$ cat src/rtl/mp_arith_pkg.sv
// -----------------------------------------------------------------------------
// mp_arith_pkg
// Shared types and constants for the multi-precision arithmetic datapath.
// This package is used by mp_addsub and by the modular-reduction stage that
// follows it.
//   mp_op_e            : operation encoding (ADD, SUB, ADDC, SUBB)
//   mp_addsub_state_e  : controller states of mp_addsub
//   MP_N_DEFAULT/W     : default operand and limb widths
//   init_carry()       : carry to inject into limb 0 for a given op
// -----------------------------------------------------------------------------
package mp_arith_pkg;

    localparam int MP_N_DEFAULT = 256;
    localparam int MP_W_DEFAULT = 32;

    // bit 0 selects subtract, bit 1 selects the carry/borrow-in variants
    typedef enum logic [1:0] {
        OP_ADD  = 2'b00,
        OP_SUB  = 2'b01,
        OP_ADDC = 2'b10,
        OP_SUBB = 2'b11
    } mp_op_e;

    typedef enum logic [1:0] {
        ST_IDLE = 2'b00,
        ST_RUN  = 2'b01,
        ST_DONE = 2'b10
    } mp_addsub_state_e;

    // Subtraction is a + ~b + 1, so plain SUB injects 1. A borrow-in removes
    // that 1, which is why SUBB injects ~cin.
    function automatic logic init_carry(input mp_op_e op, input logic cin);
        logic sub;
        sub = op[0];
        return op[1] ? (sub ? ~cin : cin) : sub;
    endfunction

endpackage

$ cat src/rtl/mp_addsub_if.sv
// -----------------------------------------------------------------------------
// mp_addsub_if
// Operand/result handshake bundle for mp_addsub.
//   in_valid/in_ready   : operand handshake (op, cin, a, b)
//   out_valid/out_ready : result handshake (result, cout, zero)
// The master modport is the producer/consumer side. The slave modport is
// the arithmetic block.
// -----------------------------------------------------------------------------
interface mp_addsub_if
    import mp_arith_pkg::*;
#(
    parameter int N = MP_N_DEFAULT
);
    logic           in_valid;
    logic           in_ready;
    mp_op_e         op;
    logic           cin;
    logic [N-1:0]   a;
    logic [N-1:0]   b;
    logic           out_valid;
    logic           out_ready;
    logic [N-1:0]   result;
    logic           cout;
    logic           zero;

    modport master (
        output in_valid, op, cin, a, b, out_ready,
        input  in_ready, out_valid, result, cout, zero
    );

    modport slave (
        input  in_valid, op, cin, a, b, out_ready,
        output in_ready, out_valid, result, cout, zero
    );
endinterface

$ cat src/rtl/rca_add.sv
// -----------------------------------------------------------------------------
// rca_add
// Plain N-bit ripple-carry adder. It has no state.
//   a, b : addends
//   cin  : carry into bit 0
//   sum  : a + b + cin, mod 2^N
//   cout : carry out of bit N-1
// -----------------------------------------------------------------------------
module rca_add #(
    parameter int N = 32
) (
    input  logic [N-1:0] a,
    input  logic [N-1:0] b,
    input  logic         cin,
    output logic [N-1:0] sum,
    output logic         cout
);
    logic [N:0] c;

    assign c[0] = cin;

    for (genvar i = 0; i < N; i++) begin : g_bit
        assign sum[i]   = a[i] ^ b[i] ^ c[i];
        assign c[i+1]   = (a[i] & b[i]) | (c[i] & (a[i] ^ b[i]));
    end

    assign cout = c[N];
endmodule

$ cat src/rtl/mp_addsub.sv
// -----------------------------------------------------------------------------
// mp_addsub
// Multi-cycle, multi-precision add/subtract. It processes N-bit operands one
// W-bit limb per clock through a single W-bit ripple adder.
//   clk, rst : clock, synchronous active-high reset
//   bus      : mp_addsub_if.slave
//              in:  in_valid, op, cin, a, b, out_ready
//              out: in_ready, out_valid, result, cout, zero
// Latency is K+1 cycles from accept to out_valid (K = N/W). One operation
// completes every K+2 cycles. N must be a multiple of W.
// -----------------------------------------------------------------------------
module mp_addsub
    import mp_arith_pkg::*;
#(
    parameter int N = MP_N_DEFAULT,
    parameter int W = MP_W_DEFAULT
) (
    input  logic       clk,
    input  logic       rst,
    mp_addsub_if.slave bus
);
    localparam int K     = N / W;
    localparam int IDX_W = $clog2(K) + 1;
    localparam logic [IDX_W-1:0] LAST_IDX = IDX_W'(K - 1);

    mp_addsub_state_e state_q, state_d;

    logic [IDX_W-1:0] idx_q;
    logic             carry_q;
    logic             sub_q;
    logic             zero_q;
    logic             cout_q;
    logic [N-1:0]     result_q;
    logic [N-1:0]     a_q;
    logic [N-1:0]     b_q;

    logic [W-1:0]     b_limb;
    logic [W-1:0]     sum_limb;
    logic             carry_nxt;

    // The operand registers shift right one limb per RUN cycle, so the
    // current limb is always in the low W bits.
    assign b_limb = b_q[W-1:0] ^ {W{sub_q}};

    rca_add #(.N(W)) u_rca (
        .a    (a_q[W-1:0]),
        .b    (b_limb),
        .cin  (carry_q),
        .sum  (sum_limb),
        .cout (carry_nxt)
    );

    always_ff @(posedge clk) begin
        if (rst) begin
            state_q <= ST_IDLE;
        end else begin
            state_q <= state_d;
        end
    end

    always_comb begin
        state_d = state_q;
        unique case (state_q)
            ST_IDLE: if (bus.in_valid)        state_d = ST_RUN;
            ST_RUN:  if (idx_q == LAST_IDX)   state_d = ST_DONE;
            ST_DONE: if (bus.out_ready)       state_d = ST_IDLE;
            default:                          state_d = ST_IDLE;
        endcase
    end

    // The handshake flags are decoded from the state register alone. in_ready
    // is also masked by rst, so no operand can be accepted during reset.
    always_comb begin
        bus.in_ready  = (state_q == ST_IDLE) && !rst;
        bus.out_valid = (state_q == ST_DONE);
    end

    // Control, flags and the result register. These are all cleared by reset.
    always_ff @(posedge clk) begin
        if (rst) begin
            idx_q    <= '0;
            carry_q  <= 1'b0;
            sub_q    <= 1'b0;
            zero_q   <= 1'b0;
            cout_q   <= 1'b0;
            result_q <= '0;
        end else if (state_q == ST_IDLE && bus.in_valid) begin
            idx_q   <= '0;
            sub_q   <= bus.op[0];
            carry_q <= init_carry(bus.op, bus.cin);
            zero_q  <= 1'b1;
        end else if (state_q == ST_RUN) begin
            result_q[idx_q*W +: W] <= sum_limb;
            carry_q <= carry_nxt;
            zero_q  <= zero_q & (sum_limb == '0);
            idx_q   <= idx_q + 1'b1;
            if (idx_q == LAST_IDX) begin
                idx_q  <= '0;
                // For subtraction, a carry out of a + ~b + c means no borrow.
                cout_q <= sub_q ? ~carry_nxt : carry_nxt;
            end
        end
    end

    // The operand shadow registers are pure data, so reset does not touch them.
    always_ff @(posedge clk) begin
        if (state_q == ST_IDLE && bus.in_valid) begin
            a_q <= bus.a;
            b_q <= bus.b;
        end else if (state_q == ST_RUN) begin
            a_q <= a_q >> W;
            b_q <= b_q >> W;
        end
    end

    assign bus.result = result_q;
    assign bus.cout   = cout_q;
    assign bus.zero   = zero_q;
endmodule

$ cat src/flat_wrapper.sv
// flat-port wrapper written by rule: the top's interface ports become plain ports
module mp_addsub_flat import mp_arith_pkg::*;
#(
    parameter int N = MP_N_DEFAULT,
    parameter int W = MP_W_DEFAULT
)
  (clk, rst, bus_in_valid, bus_op, bus_cin, bus_a, bus_b, bus_out_ready, bus_in_ready, bus_out_valid, bus_result, bus_cout, bus_zero);
  mp_addsub_if #(.N(N)) bus_i ();
  input  logic clk;
  input  logic rst;
  input wire logic [$bits(bus_i.in_valid)-1:0] bus_in_valid;
  input wire logic [$bits(bus_i.op)-1:0] bus_op;
  input wire logic [$bits(bus_i.cin)-1:0] bus_cin;
  input wire logic [$bits(bus_i.a)-1:0] bus_a;
  input wire logic [$bits(bus_i.b)-1:0] bus_b;
  input wire logic [$bits(bus_i.out_ready)-1:0] bus_out_ready;
  output wire logic [$bits(bus_i.in_ready)-1:0] bus_in_ready;
  output wire logic [$bits(bus_i.out_valid)-1:0] bus_out_valid;
  output wire logic [$bits(bus_i.result)-1:0] bus_result;
  output wire logic [$bits(bus_i.cout)-1:0] bus_cout;
  output wire logic [$bits(bus_i.zero)-1:0] bus_zero;
  assign bus_i.in_valid = bus_in_valid;
  assign bus_i.op = bus_op;
  assign bus_i.cin = bus_cin;
  assign bus_i.a = bus_a;
  assign bus_i.b = bus_b;
  assign bus_i.out_ready = bus_out_ready;
  assign bus_in_ready = bus_i.in_ready;
  assign bus_out_valid = bus_i.out_valid;
  assign bus_result = bus_i.result;
  assign bus_cout = bus_i.cout;
  assign bus_zero = bus_i.zero;
  mp_addsub #(.N(N), .W(W)) u_core (.clk(clk), .rst(rst), .bus(bus_i));
endmodule
$ cat config.mk
export PLATFORM = sky130hd
export DESIGN_NAME = mp_addsub_flat
export DESIGN_NICKNAME = d
export VERILOG_FILES = /design/src/rtl/mp_arith_pkg.sv /design/src/rtl/mp_addsub_if.sv /design/src/rtl/rca_add.sv /design/src/rtl/mp_addsub.sv /design/src/flat_wrapper.sv
export SDC_FILE = /design/constraint.sdc
export NUM_CORES = 2
export LEC_CHECK = 0
export ABC_CLOCK_PERIOD_IN_PS = 44900
export BUFFER_PORTS_ARGS = -buffer_cell sky130_fd_sc_hd__clkbuf_2
export CORE_AREA = 3 3 300 302
export DETAILED_ROUTE_END_ITERATION = 8
export DIE_AREA = 0 0 303 305
export PLACE_DENSITY_LB_ADDON = 0.12
export SETUP_SLACK_MARGIN = 0.1
export SLEW_MARGIN = 0
export SYNTH_ARGS = -nofsm -noshare
export SYNTH_HDL_FRONTEND = slang
export SYNTH_SLANG_ARGS = --single-unit
export TNS_END_PERCENT = 30
$ cat constraint.sdc
create_clock -name clk -period 44.9 [get_ports clk]
set_input_delay 0 -clock clk [delete_from_list [all_inputs] [get_ports clk]]
set_output_delay 0 -clock clk [all_outputs]
set_load 0.01 [all_outputs]
; Word level (Yosys, flattened, before mapping)
; Cells that the tools add are included.
[totals]
in_bits = 519
out_inout_bits = 260
reg_bits = 778
word_cells = 211
[classes]
eq_ne = 6
n_reduce_logical = 10
bitwise = 165
n_shift = 2
muxes = 17
n_addsub = 2
[op_table]
columns = operator, n
row1 = 2-to-1 mux 256 bit, 4
row2 = bitwise mux 256 bit, 1
row3 = "variable shift 32 x 34 -> 256 bit, first input constant", 1
row4 = indexed part select 32 x 34 -> 256 bit, 1
row5 = AND 1 bit, 65
row6 = XOR 1 bit, 64
row7 = negator 9 -> 34 bit, 1
row8 = zero test 32 bit, 1
row9 = bitwise OR 1 bit, 32
row10 = XOR 32 bit, 1
row11 = 2-to-1 mux 1 bit, 7
row12 = 2-to-1 mux 2 bit, 3
row13 = "inequality test 2 bit, second input constant", 3
row14 = one-hot mux 2 bit (3 select lines), 1
row15 = AND reduction 3 bit, 2
row16 = "adder 4 x 1 -> 4 bit, second input constant", 1
row17 = "== test 4 x 3 -> 1 bit, second input constant", 1
row18 = 2-to-1 mux 4 bit, 1
row19 = inverter 1 bit, 3
row20 = "== test 2 x 1 -> 1 bit, second input constant", 1
row21 = "== test 2 bit, second input constant", 1
row22 = logical AND 1 bit, 2
row23 = zero test 2 bit, 1
row24 = AND reduction 2 bit, 1
row25 = 3 further kinds, 3

; Logic depth before layout (Yosys ltp)
[depth]
depth_word = 69
mapped_depth = 45

; By module
; Synthesis repeated with hierarchy kept, for this count alone.
[unflattened]
cells_unflattened = 3369
area_unflattened_um2 = 32718.9
[modules_own_cells]
columns = module, cells_each, area_per_inst_um2, n_inst, seq_area_each_um2
row1 = mp_addsub, 3327, 32040.7, 1, 20699.9
row2 = rca_add, 42, 678.2, 1, 0.0

; Least setup slack after synthesis
; No wires, ideal clock.
[synth_timing]
path_kind = reg-to-reg
startpoint = register u_core.sub_q
endpoint = register u_core.zero_q (netlist: u_core.bus.zero)
period_less_slack_ns = 14.529
setup_time_ns = 0.092
path_buffers = 3
path_slack_ns = 30.371
t_arrival_ns = 14.437
stages_incl_launch_ff = 46
cell_sequence = dfxtp_1 clkbuf_1 clkbuf_1 xor2_1 fa_1 fa_1 fa_1 fa_1 fa_1 fa_1 fa_1 fa_1 fa_1 fa_1 fa_1 fa_1 fa_1 fa_1 [10 not listed] inv_1 fa_1 fa_1 inv_1 fa_1 fa_1 inv_1 fa_1 inv_1 fa_1 inv_1 fa_1 inv_1 fa_1 clkbuf_1 nor4b_1 nand3b_1 o32ai_1
[synth_between]
elab_chain_len = 69
[synth_lines]
columns = element, line_no
row1 = "start, declared", mp_addsub.sv:30  ; logic sub_q;
row2 = "start signal, assigned", mp_addsub.sv:89  ; sub_q <= bus.op[0];
row3 = XOR 32 bit (*), mp_addsub.sv:43  ; assign b_limb = b_q[W-1:0] ^ {W{sub_q}};
row4 = XOR 1 bit, "rca_add.sv:23, rca_add.sv:24"
row5 = AND 1 bit, rca_add.sv:24  ; assign c[i+1] = (a[i] & b[i]) | (c[i] & (a[i] ^ b[i]));
row6 = bitwise OR 1 bit, rca_add.sv:24
row7 = AND 1 bit, rca_add.sv:24
row8 = bitwise OR 1 bit, rca_add.sv:24
row9 = AND 1 bit, rca_add.sv:24
row10 = bitwise OR 1 bit, rca_add.sv:24
row11 = [53 not listed], --
row12 = bitwise OR 1 bit, rca_add.sv:24
row13 = AND 1 bit, rca_add.sv:24
row14 = bitwise OR 1 bit, rca_add.sv:24
row15 = XOR 1 bit, rca_add.sv:23  ; assign sum[i] = a[i] ^ b[i] ^ c[i];
row16 = zero test 32 bit (*), mp_addsub.sv:95  ; zero_q <= zero_q & (sum_limb == '0);
row17 = AND 1 bit (*), mp_addsub.sv:95
row18 = 2-to-1 mux 1 bit (*), mp_addsub.sv:92  ; end else if (state_q == ST_RUN) begin
row19 = 2-to-1 mux 1 bit (*), mp_addsub.sv:87  ; end else if (state_q == ST_IDLE && bus.in_valid) begin
row20 = "end signal, assigned", mp_addsub.sv:95
row21 = "end, declared", mp_addsub.sv:31  ; logic zero_q;
; Every way passes the cells marked *; elsewhere a longest branch is shown, timed or not. The select of a mux whose other input is x is not followed.
; A chain may end at the register's enable or synchronous reset.

; Final worst setup path
; Same ends and word-level chain as after synthesis.

==> run summary <==
The met2 usage was 43.5%; the area used by multi-input combinational logic was 0.0108 mm². TritonCTS built the clock tree. The clock sink count is 778, and the final worst hold slack is 0.146 ns.

The global-route met1 utilization is 30.5%, and the final cycle utilization of the critical path is 34.0%. The number of cells in the finished layout apart from fillers is 5,813. At the pin with the least slew margin, the transition time is 1.21 ns. Timing analysis after detailed placement gives a worst setup slack of 29.61 ns.

The met3 capacity usage during global routing is 4.74%. Cells fill 51.4% of the core in the end. For this configuration, the core starts out at a cell density of 36.9%. The run gives 27,300 as the number of global-route vias before repair. STA classifies the critical path startpoint as a flip-flop.

In this design, the stage delay of the slowest critical-path cell is 0.96 ns. At the end of the flow, the number of nets in the layout was 5,102. Clock-pin slew was measured on the worst setup and hold paths at 0.06 ns.

STA puts the critical path data arrival time at 15.80 ns. Power spread over the standard cell area amounts to 42.1 mW/mm². In this run the tightest slew margin relative to its limit is 19.5%. The number of setup buffers added after CTS is 0. The cell sitting at the root of the clock tree is a clkbuf_16.

The most common flop cell mapped by yosys was edfxtp_1. After detailed routing, the average wire length per cell comes to 20.2 µm. The run gives 0.0000301 V as the worst voltage drop across the vdd grid. The die is 305 µm tall. The tools report the number of buffers on the longest clock path as 3.

The clock reaches the later pin of the worst-skew pair after 0.65 ns. The detail route stage leaves a number of antenna-violating nets equal to 0. The hold violation total from the final report was 0; the via density per instance was 4.73.

For this design the static power due to leakage is 19.7 nW. The final global-route overflow total is 0. The layer flagged by global routing as most heavily used is met2. The instance count of the mapped netlist is 3,376, and the switching power is 0.551 mW. The count of different cell masters after synthesis is 47. The post-synthesis cell type with the largest combined area was edfxtp_1. The routed via count came out at 27,500. The switching power share of the total came out at 28.9%. Cell repeated most along the worst path: fa_1. Initial DRC count: 2,113. For this run, the total global-route usage over all layers was measured as 24.8%.

The run gives 3 as the CTS H-tree depth. The tools report the endpoint required time on the critical path as 45.45 ns. For the last weighted congestion value of the routability-driven placer, the log shows 0.818.

The number of I/O port buffers is 778. For the highest clock frequency the design can meet, the log shows 0.0655 GHz. For the total number of yosys warnings, the log shows 0. The flow ran to the end, and the final reports show no timing, DRC or antenna violations. The run gives 238 as the largest net degree at the start of global routing. The total wire length after detailed routing is 117 mm. The classification of the worst-slack hold path is in2reg. The tools report the max-slew violation count as 0.

The mean instance size in the synthesized netlist came out at 9.61 µm². Across the whole layout, storage elements account for 0.0207 mm². By startpoint and endpoint, the worst setup path is classified as reg2reg. The die covers 0.0924 mm².

The number of primary I/O pins is 779, and the setup total negative slack is 0 ns. The standard cell with the maximum stage delay on the critical path is dfxtp_2. Leaving out fill and tap cells, the most frequent cells in the layout are 1,605 x nand2_1, 777 x clkbuf_2, 518 x dlygate4sd3_1. The worst setup path is captured at a flip-flop. The die span in x was 303 µm; the global-route wire length before repair was 173 mm. The run gives 109 as the standard-cell row count. Of the total power, combinational logic draws 17.6%. The number of enable-type register cells in the synthesized netlist works out to 512. The share of power burned in registers came out at 45.3%. Of the cells placed in the final design, the portion with a size suffix greater than 1 is 20.6%. Sorting the synthesized cells by area gives the leading types as edfxtp_1 47%, nand2_1 19%, dfxtp_1 16%, a21oi_1 3.5%, nand3_1 3.0%.

The final setup skew is 0.0264 ns, and the number of setup violations in the final report is 0. The netlist area before placement came out at 0.0325 mm². The tools report the net count after synthesis as 3,932. Leaving out fill and tap cells, the most frequent cell in the layout is nand2_1. The DRC violations left was 0; the final critical-path setup slack was 29.64 ns.

The async set or reset register ratio after synthesis was 0%; the number of antenna violations at the first check in global routing was 39. Clock tree synthesis inserted a total of 88 buffers. The run gives 0.0880 mm² as the area of the core.

The clock network power share was 37.1%; the HPWL after detailed placement was 80.1 mm. Counting I/O delays and the setup requirement, the final critical path takes 15.26 ns. The filler cells instantiated in the layout total 8,132. The internal power of the cells totals 1.36 mW.

The logs give 5,103 for the post-placement cell count and 63.8% for the register area share after synthesis. Along the worst path, the maximum fanout reaches 34. Counting flops and latches in the post-synthesis netlist gives 778. The number of iterations in the first detailed-routing pass was 6.

Setup repair after global routing left no endpoint under its margin. Top cell type's share of synthesized area: 47.4%. The area growth from synthesis to final layout is 39.4%, and the count of maximum capacitance violations is 0.
synth_stat cells (all sizes together), types with 5 or more instances:
library cell,number
a21oi,225
nor4,6
nor2,14
nand4,6
xnor2,6
nand2,1606
clkbuf,207
nor3,10
or3,19
nand3,195
nand2b,35
and2,64
and3,6
dfxtp,266
ha,5
fa,32
xor2,31
nand3b,14
o21ai,32
edfxtp,512
buf,39
inv,15
metrics by stage:
stage | area [µm²] | total power [mW]
finish | 45200 | 1.91
CTS | 45200 | 1.93
floorplan | 32500 | 1.04
detailed placement | 37200 | 1.18
global route | 45200 | 1.98
global placement | 37200 | 1.18
power groups by stage:
stage          logic (mW)  registers (mW)  clock network, mW
2_1_floorplan       0.143           0.895                  0
3_3_place_gp        0.299           0.877                  0
3_5_place_dp        0.300           0.879                  0
4_1_cts             0.340           0.864              0.723
5_1_grt             0.361           0.869              0.751
6_report            0.335           0.864              0.707
registers in the layout (all words and copies together), names as in the netlist:
| name | flops |
|---|---|
| u_core.bus.zero | 1 |
| u_core.carry_q | 1 |
| u_core.b_q | 256 |
| u_core.bus.result | 256 |
| u_core.sub_q | 1 |
| u_core.bus.cout | 1 |
| u_core.state_q | 2 |
| u_core.idx_q | 4 |
| u_core.a_q | 256 |
worst paths after layout:
| kind | from | endpoint | depth (start not counted) | slack, ns |
|---|---|---|---|---|
| worst min-delay path | bus_b[190] | u_core.b_q[190] | 4 | 0.15 |
| worst max register to register | u_core.sub_q | u_core.bus.zero | 42 | 29.64 |
| worst max-delay path | u_core.sub_q | u_core.bus.zero | 42 | 29.64 |
| worst min register to register | u_core.bus.result[193] | u_core.bus.result[193] | 2 | 0.45 |
critical path, delay by kind of cell, from the launching register on:
family                   cells  cell delay [ns]
XOR/XNOR                     1             0.18
adder cells (fa/ha/maj)     32            12.96
AND/OR/NAND/NOR              2             0.49
buffers and inverters        6             0.42
flip-flops                   1             0.96
AO/OA/AOI/OAI                1             0.14
logic make-up (layout without fill, tap and decap cells):
group	Yosys count	count (layout)	share of synthesized area, %
compound gates	271	271	4.49
xor+xnor	37	37	1.08
fa+ha+maj	37	37	2.17
buf+inv	261	1499	3.19
flops	778	778	63.8
mux	1	1	0.0308
other cells	0	34	0
simple gates	1991	1991	25.3
cell type report:
type / count / area share, %
sequential: 778 / 45.7
multi-input combinational: 2337 / 23.8
timing repair buffer: 1326 / 20.6
clock buffer: 119 / 5.44
tap: 1165 / 3.22
clock inverter: 39 / 0.794
antenna: 34 / 0.188
inverter: 15 / 0.124
metal layers:
layer | share of wire [%] | vias up | routed length, µm
met4 | 3.2 | 18 | 3760
met1 | 40 | 12800 | 46600
li1 | - | 13500 | -
met2 | 51 | 1001 | 59500
met3 | 6.4 | 236 | 7520
met5 | 0.094 | - | 111
what timing repair did:
action | 4_1_cts | 5_1_grt
endpoints found under the hold margin | 543 | 0
gates resized for setup | 0 | 0
endpoints found under the setup margin | 0 | 0
hold buffers | 518 | 0
Note: power is estimated with default switching activity, not from simulation.
